**config.mk**
```make
export PLATFORM = sky130hd
export DESIGN_NAME = instr_mem_loader
export DESIGN_NICKNAME = d
export VERILOG_FILES = /design/src/rtl/instr_mem_loader.sv
export SDC_FILE = /design/constraint.sdc
export NUM_CORES = 1
export LEC_CHECK = 0
export ABC_CLOCK_PERIOD_IN_PS = 2300
export CAP_MARGIN = 20
export CORE_MARGIN = 4
export CORE_UTILIZATION = 50
export CTS_CLUSTER_DIAMETER = 150
export DETAILED_ROUTE_END_ITERATION = 8
export GPL_TIMING_DRIVEN = 0
export PLACE_DENSITY = 0.77
export SLEW_MARGIN = 20
export SYNTH_ARGS = -nofsm -noshare
export SYNTH_HDL_FRONTEND = slang
export SYNTH_SLANG_ARGS = --single-unit
```
**constraint.sdc**
```tcl
create_clock -name clk -period 2.3 [get_ports clk]
set_clock_uncertainty 0.2 [all_clocks]
set_input_delay 0.345 -clock clk [delete_from_list [all_inputs] [get_ports clk]]
set_output_delay 0.345 -clock clk [all_outputs]
set_load 0.02 [all_outputs]
```
**src/rtl/instr_mem_loader.sv**
```systemverilog
// ---------------------------------------------------------------------------
// instr_mem_loader
//
// Byte-stream programmer for instr_mem. It drives the writer side of the
// memory port (we/waddr/wdata) from a framed byte stream:
//   [start address] [word count - 1] [word bytes, LSB first] ...
// Each assembled instruction word becomes one single-cycle write at
// sequential, wrapping addresses. busy is high for the whole frame so cores
// can be held off fetching.
//
// Optional feature macro: LOADER_CHECKSUM_EN
//   When defined, one extra byte follows the last word. It must equal the
//   XOR of every earlier byte of the frame. A mismatch sets err, which stays
//   set until the next frame's address byte is accepted. Writes that have
//   already been issued are not undone.
//   When undefined, there is no checksum byte and err is tied low.
//
// Parameters:
//   PC_WIDTH    - width of waddr; addresses wrap modulo 2^PC_WIDTH
//   INSTR_WIDTH - instruction width (1..32); ceil(INSTR_WIDTH/8) bytes/word
//
// Ports:
//   clk      - clock, all logic on the rising edge
//   rst_n    - synchronous active-low reset; aborts any frame in progress
//   in_valid - stream byte valid
//   in_data  - stream byte
//   in_ready - loader can accept; a byte transfers when in_valid && in_ready
//   we       - instr_mem write enable (one cycle per word)
//   waddr    - instr_mem write address (holds after we drops)
//   wdata    - instr_mem write data (holds after we drops)
//   busy     - high while a frame is in progress
//   done     - one-cycle pulse at the end of a frame
//   err      - checksum mismatch flag
// ---------------------------------------------------------------------------
module instr_mem_loader #(
    parameter int PC_WIDTH    = 4,
    parameter int INSTR_WIDTH = 8
) (
    input  logic                   clk,
    input  logic                   rst_n,
    input  logic                   in_valid,
    input  logic [7:0]             in_data,
    output logic                   in_ready,
    output logic                   we,
    output logic [PC_WIDTH-1:0]    waddr,
    output logic [INSTR_WIDTH-1:0] wdata,
    output logic                   busy,
    output logic                   done,
    output logic                   err
);

    localparam int NB   = (INSTR_WIDTH + 7) / 8;
    localparam int BI_W = (NB > 1) ? $clog2(NB) : 1;

    localparam logic [BI_W-1:0]     LAST_IDX = BI_W'(NB - 1);
    localparam logic [BI_W-1:0]     IDX_ONE  = BI_W'(1);
    localparam logic [PC_WIDTH-1:0] ADDR_ONE = PC_WIDTH'(1);

    localparam logic [2:0] S_IDLE  = 3'd0;
    localparam logic [2:0] S_COUNT = 3'd1;
    localparam logic [2:0] S_DATA  = 3'd2;
    localparam logic [2:0] S_WRITE = 3'd3;
    localparam logic [2:0] S_END   = 3'd4;
`ifdef LOADER_CHECKSUM_EN
    localparam logic [2:0] S_CHECK = 3'd5;
`endif

    logic [2:0]          state_r;
    logic [2:0]          next_state_s;
    logic [PC_WIDTH-1:0] addr_r;
    logic [7:0]          remaining_r;
    logic [BI_W-1:0]     byte_idx_r;
    logic [NB*8-1:0]     word_r;
    logic [NB*8-1:0]     word_next_s;
    logic                accept_s;
    logic                ready_next_s;

    assign accept_s = in_valid && in_ready;

    // Next-state decode; in_ready is registered from the upcoming state so it
    // is a clean flop output yet still matches the state it describes.
    always_comb begin
        next_state_s = state_r;
        case (state_r)
            S_IDLE: begin
                if (accept_s) begin
                    next_state_s = S_COUNT;
                end else begin
                    next_state_s = S_IDLE;
                end
            end
            S_COUNT: begin
                if (accept_s) begin
                    next_state_s = S_DATA;
                end else begin
                    next_state_s = S_COUNT;
                end
            end
            S_DATA: begin
                if (accept_s && (byte_idx_r == LAST_IDX)) begin
                    next_state_s = S_WRITE;
                end else begin
                    next_state_s = S_DATA;
                end
            end
            S_WRITE: begin
                if (remaining_r == 8'd0) begin
`ifdef LOADER_CHECKSUM_EN
                    next_state_s = S_CHECK;
`else
                    next_state_s = S_END;
`endif
                end else begin
                    next_state_s = S_DATA;
                end
            end
`ifdef LOADER_CHECKSUM_EN
            S_CHECK: begin
                if (accept_s) begin
                    next_state_s = S_END;
                end else begin
                    next_state_s = S_CHECK;
                end
            end
`endif
            S_END: begin
                next_state_s = S_IDLE;
            end
            default: begin
                next_state_s = S_IDLE;
            end
        endcase
    end

    // Ready decode of the upcoming state: only WRITE and END stall the source.
    always_comb begin
        if ((next_state_s == S_WRITE) || (next_state_s == S_END)) begin
            ready_next_s = 1'b0;
        end else begin
            ready_next_s = 1'b1;
        end
    end

    // Word assembly: the current byte lands in its lane on top of the bytes
    // already collected. Lanes above INSTR_WIDTH are dropped at wdata.
    always_comb begin
        word_next_s = word_r;
        for (int b = 0; b < NB; b++) begin
            if (byte_idx_r == BI_W'(b)) begin
                word_next_s[8*b +: 8] = in_data;
            end else begin
                word_next_s[8*b +: 8] = word_r[8*b +: 8];
            end
        end
    end

    // Main FSM and datapath registers, including the memory write port.
    always_ff @(posedge clk) begin
        if (!rst_n) begin
            state_r     <= S_IDLE;
            addr_r      <= '0;
            remaining_r <= 8'd0;
            byte_idx_r  <= '0;
            word_r      <= '0;
            in_ready    <= 1'b1;
            busy        <= 1'b0;
            done        <= 1'b0;
            we          <= 1'b0;
            waddr       <= '0;
            wdata       <= '0;
        end else begin
            state_r  <= next_state_s;
            in_ready <= ready_next_s;
            busy     <= (next_state_s != S_IDLE);
            done     <= (state_r == S_END);
            we       <= 1'b0;
            case (state_r)
                S_IDLE: begin
                    if (accept_s) begin
                        addr_r <= PC_WIDTH'(in_data);
                    end
                end
                S_COUNT: begin
                    if (accept_s) begin
                        remaining_r <= in_data;
                        byte_idx_r  <= '0;
                    end
                end
                S_DATA: begin
                    if (accept_s) begin
                        word_r <= word_next_s;
                        if (byte_idx_r == LAST_IDX) begin
                            we    <= 1'b1;
                            waddr <= addr_r;
                            wdata <= word_next_s[INSTR_WIDTH-1:0];
                        end else begin
                            byte_idx_r <= byte_idx_r + IDX_ONE;
                        end
                    end
                end
                S_WRITE: begin
                    addr_r     <= addr_r + ADDR_ONE;
                    byte_idx_r <= '0;
                    if (remaining_r != 8'd0) begin
                        remaining_r <= remaining_r - 8'd1;
                    end
                end
                default: begin
                end
            endcase
        end
    end

`ifdef LOADER_CHECKSUM_EN
    logic [7:0] csum_r;

    // Running frame checksum: plain XOR over every accepted byte.
    function automatic logic [7:0] csum_fold(input logic [7:0] acc, input logic [7:0] b);
        return acc ^ b;
    endfunction

    // Checksum accumulation and the sticky error flag.
    always_ff @(posedge clk) begin
        if (!rst_n) begin
            csum_r <= 8'd0;
            err    <= 1'b0;
        end else if (accept_s) begin
            case (state_r)
                S_IDLE: begin
                    csum_r <= in_data;
                    err    <= 1'b0;
                end
                S_CHECK: begin
                    err <= (in_data != csum_r);
                end
                default: begin
                    csum_r <= csum_fold(csum_r, in_data);
                end
            endcase
        end else begin
            csum_r <= csum_r;
        end
    end
`else
    assign err = 1'b0;
`endif

endmodule

```
==> flow_summary.json <==
{
  "avgSynthCellArea_um2": 9.442,
  "vias_per_cell": 5.943,
  "cts_buffers": 5,
  "antenna_found_initial": 0,
  "ioPinCount": 28,
  "clkPwrFrac_pct": 32.2,
  "synth_warnings": 0,
  "crit_fanout": 7,
  "leakagePower_nw": 0.6855,
  "seq_area_um2": 620.6,
  "die_x_um": 63.48,
  "synth_enable_flop_cells": 0,
  "antenna_cells": 0,
  "p_switching_mw": 0.3018,
  "cts_max_level": 2,
  "p_seq_share_pct": 51.3,
  "start_util_pct": 53.95,
  "fillers": 242,
  "cts_hold_buf": 0,
  "crit_path_end_kind": "register",
  "worstMarginPinSlew_ps": 931.6,
  "synthTopCellsByArea": "dfxtp_1, mux2i_1, nor2b_1",
  "root_buffer": "clkbuf_4",
  "ant_nets": 0,
  "setup_ws_ps": 236.8,
  "synth_ff_type": "dfxtp_1",
  "dp_hpwl_um": 2632,
  "post_cts_resized": 0,
  "utilization_pct": 66.84,
  "status": "finished, final reports clean",
  "yosysMostFrequentCell": "dfxtp_1",
  "powerDensity_nw_per_um2": 590.6,
  "cts_setup_buffers": 0,
  "tritoncts": "yes",
  "core_area_um2": 2853,
  "dr.pass1.iters": 4,
  "finalHoldViolCount": 0,
  "detail_route.wl_per_cell_um": 15.76,
  "grt_first_pass_wirelength_um": 5871,
  "track_usage_pct": 18.39,
  "async_flop_share_pct": 0,
  "worstPathRequired_ps": 2310,
  "rsz0062_at_grt": "false",
  "drcViolationCount": 0,
  "power.total_mw": 1.126,
  "grt-ovfl-total": 0,
  "yosysUniqueCellTypes": 43,
  "p_int_mw": 0.8244,
  "yosysTopAreaCell": "dfxtp_1",
  "maxSlewHeadroom_pct": 37.32,
  "critPathKind": "register to register",
  "syn_nets": 177,
  "syn_inst": 163,
  "placementRows": 19,
  "grt_max_degree": 11,
  "area_growth_pct": 23.90,
  "startpoint_type": "register",
  "min_path_type": "register to register",
  "setup_viol": 0,
  "synth_seq_area_share_pct": 40.33,
  "yosysTopAreaCellShare_pct": 40.33,
  "setup_tns_ps": 0,
  "syn_area_um2": 1539,
  "synth.ff_latch_count": 31,
  "preCtsSetupSlack_ps": -11.29,
  "die-height_um": 63.48,
  "clock.fmax_mhz": 484.7,
  "combPwrFrac_pct": 16.6,
  "multi_input_area_um2": 820.8,
  "drt_iter0_drc": 126,
  "synthTopCellsByCount": "dfxtp_1, mux2i_1, nor2_1, nor2b_1, a21oi_1",
  "clk_pin_slew_ps": 100,
  "fin_crit_sh_pct": 89.71,
  "peakVddDrop_v": 0.0004160,
  "io_buffers": 26,
  "clock_sinks": 31,
  "grt_pass1_vias": 1297,
  "layout.nets": 210,
  "clockBufferDepth": 2,
  "maxCapViolations": 0,
  "fin_crit_ps": 2063,
  "drv_slew": 0,
  "arrival_ps": 2070,
  "dieArea_um2": 4030,
  "wl_um": 3593,
  "gp_congestion": 0.8700,
  "drive_gt1_share_pct": 10.15,
  "switching_share_pct": 26.80,
  "routed-via-count": 1355,
  "clk_latency_ps": 320
}
## cell families after synthesis
logic type,Yosys count,share of synthesized area [%]
adders and majority gates,3,2.439
buffers and inverters,15,6.341
other,1,0.2437
AOI/OAI and AO/OA,38,17.07
DFF,31,40.33
muxes,16,10.57
and+or+nand+nor,59,23.01
## state kept, by name, indices dropped and copies added, names as in the netlist
name,count
remaining_r,8
done,1
busy,1
state_r,3
we,1
in_ready,1
waddr,4
addr_r,4
wdata,8
## power by group through the flow
stage	Clock [mW]	Sequential (mW)	Combinational, mW
2_1_floorplan	0	0.592	0.115
3_3_place_gp	0	0.588	0.180
3_5_place_dp	0	0.589	0.184
4_1_cts	0.371	0.577	0.185
5_1_grt	0.396	0.580	0.203
6_report	0.362	0.577	0.187
## area by class of cell
class                   instances  area share (%)
inverters                       3          0.5906
flip-flops and latches         31           32.55
clock buffers                   8           3.609
multi-input cells             117           43.04
well taps                      31           2.034
plain buffers                  12           4.528
repair buffers                 26           13.65
## metrics by stage
step                      std cells  hold WS (ps)  cell area [um^2]
after CTS                       228         306.1              1907
final                           228         306.2              1907
after floorplan                 163         265.1              1539
after detailed placement        220         289.4              1838
after global placement          220         280.7              1838
after global routing            228         329.0              1907
## placed cells by master (no fill, tap or decap), types with 3 or more instances in the layout
cell type	instances
dfxtp_1	31
clkdlybuf4s50_1	26
mux2i_1	14
nor2b_1	12
nor2_1	12
a21oi_1	8
nand2_1	6
nand3_1	6
a21boi_0	5
o21ai_0	5
clkbuf_4	5
clkbuf_1	4
buf_6	4
nor4_1	4
inv_1	3
buf_2	3
a31oi_1	3
o311ai_0	3
o31ai_1	3
ha_1	3
## critical path, cell delays in order (launching register included)
cell and delay (ps):
dfxtp_1 380, nor4_1 780, a21oi_1 170, o311ai_0 300
o21ai_0 130
## routing by layer
| metal | vias up | routed length [um] | global-route usage, % |
|---|---|---|---|
| met2 | 52 | 1561 | 28.94 |
| met3 | 6 | 240 | 4.263 |
| met1 | 635 | 1731 | 23.70 |
| li1 | 662 | - | - |
| met5 | - | 0 | 0 |
| met4 | 0 | 60 | 8.356 |
## worst paths after layout
check	start	to	slack [ps]	cells past startpoint
max	remaining_r[2]$_SDFFE_PN0P_	remaining_r[7]$_SDFFE_PN0P_	240	4
min	addr_r[3]$_SDFFE_PN0P_	addr_r[3]$_SDFFE_PN0P_	310	2
max reg2reg	remaining_r[2]$_SDFFE_PN0P_	remaining_r[7]$_SDFFE_PN0P_	240	4
min reg2reg	addr_r[3]$_SDFFE_PN0P_	addr_r[3]$_SDFFE_PN0P_	310	2
Note: power is estimated with default switching activity, not from simulation.
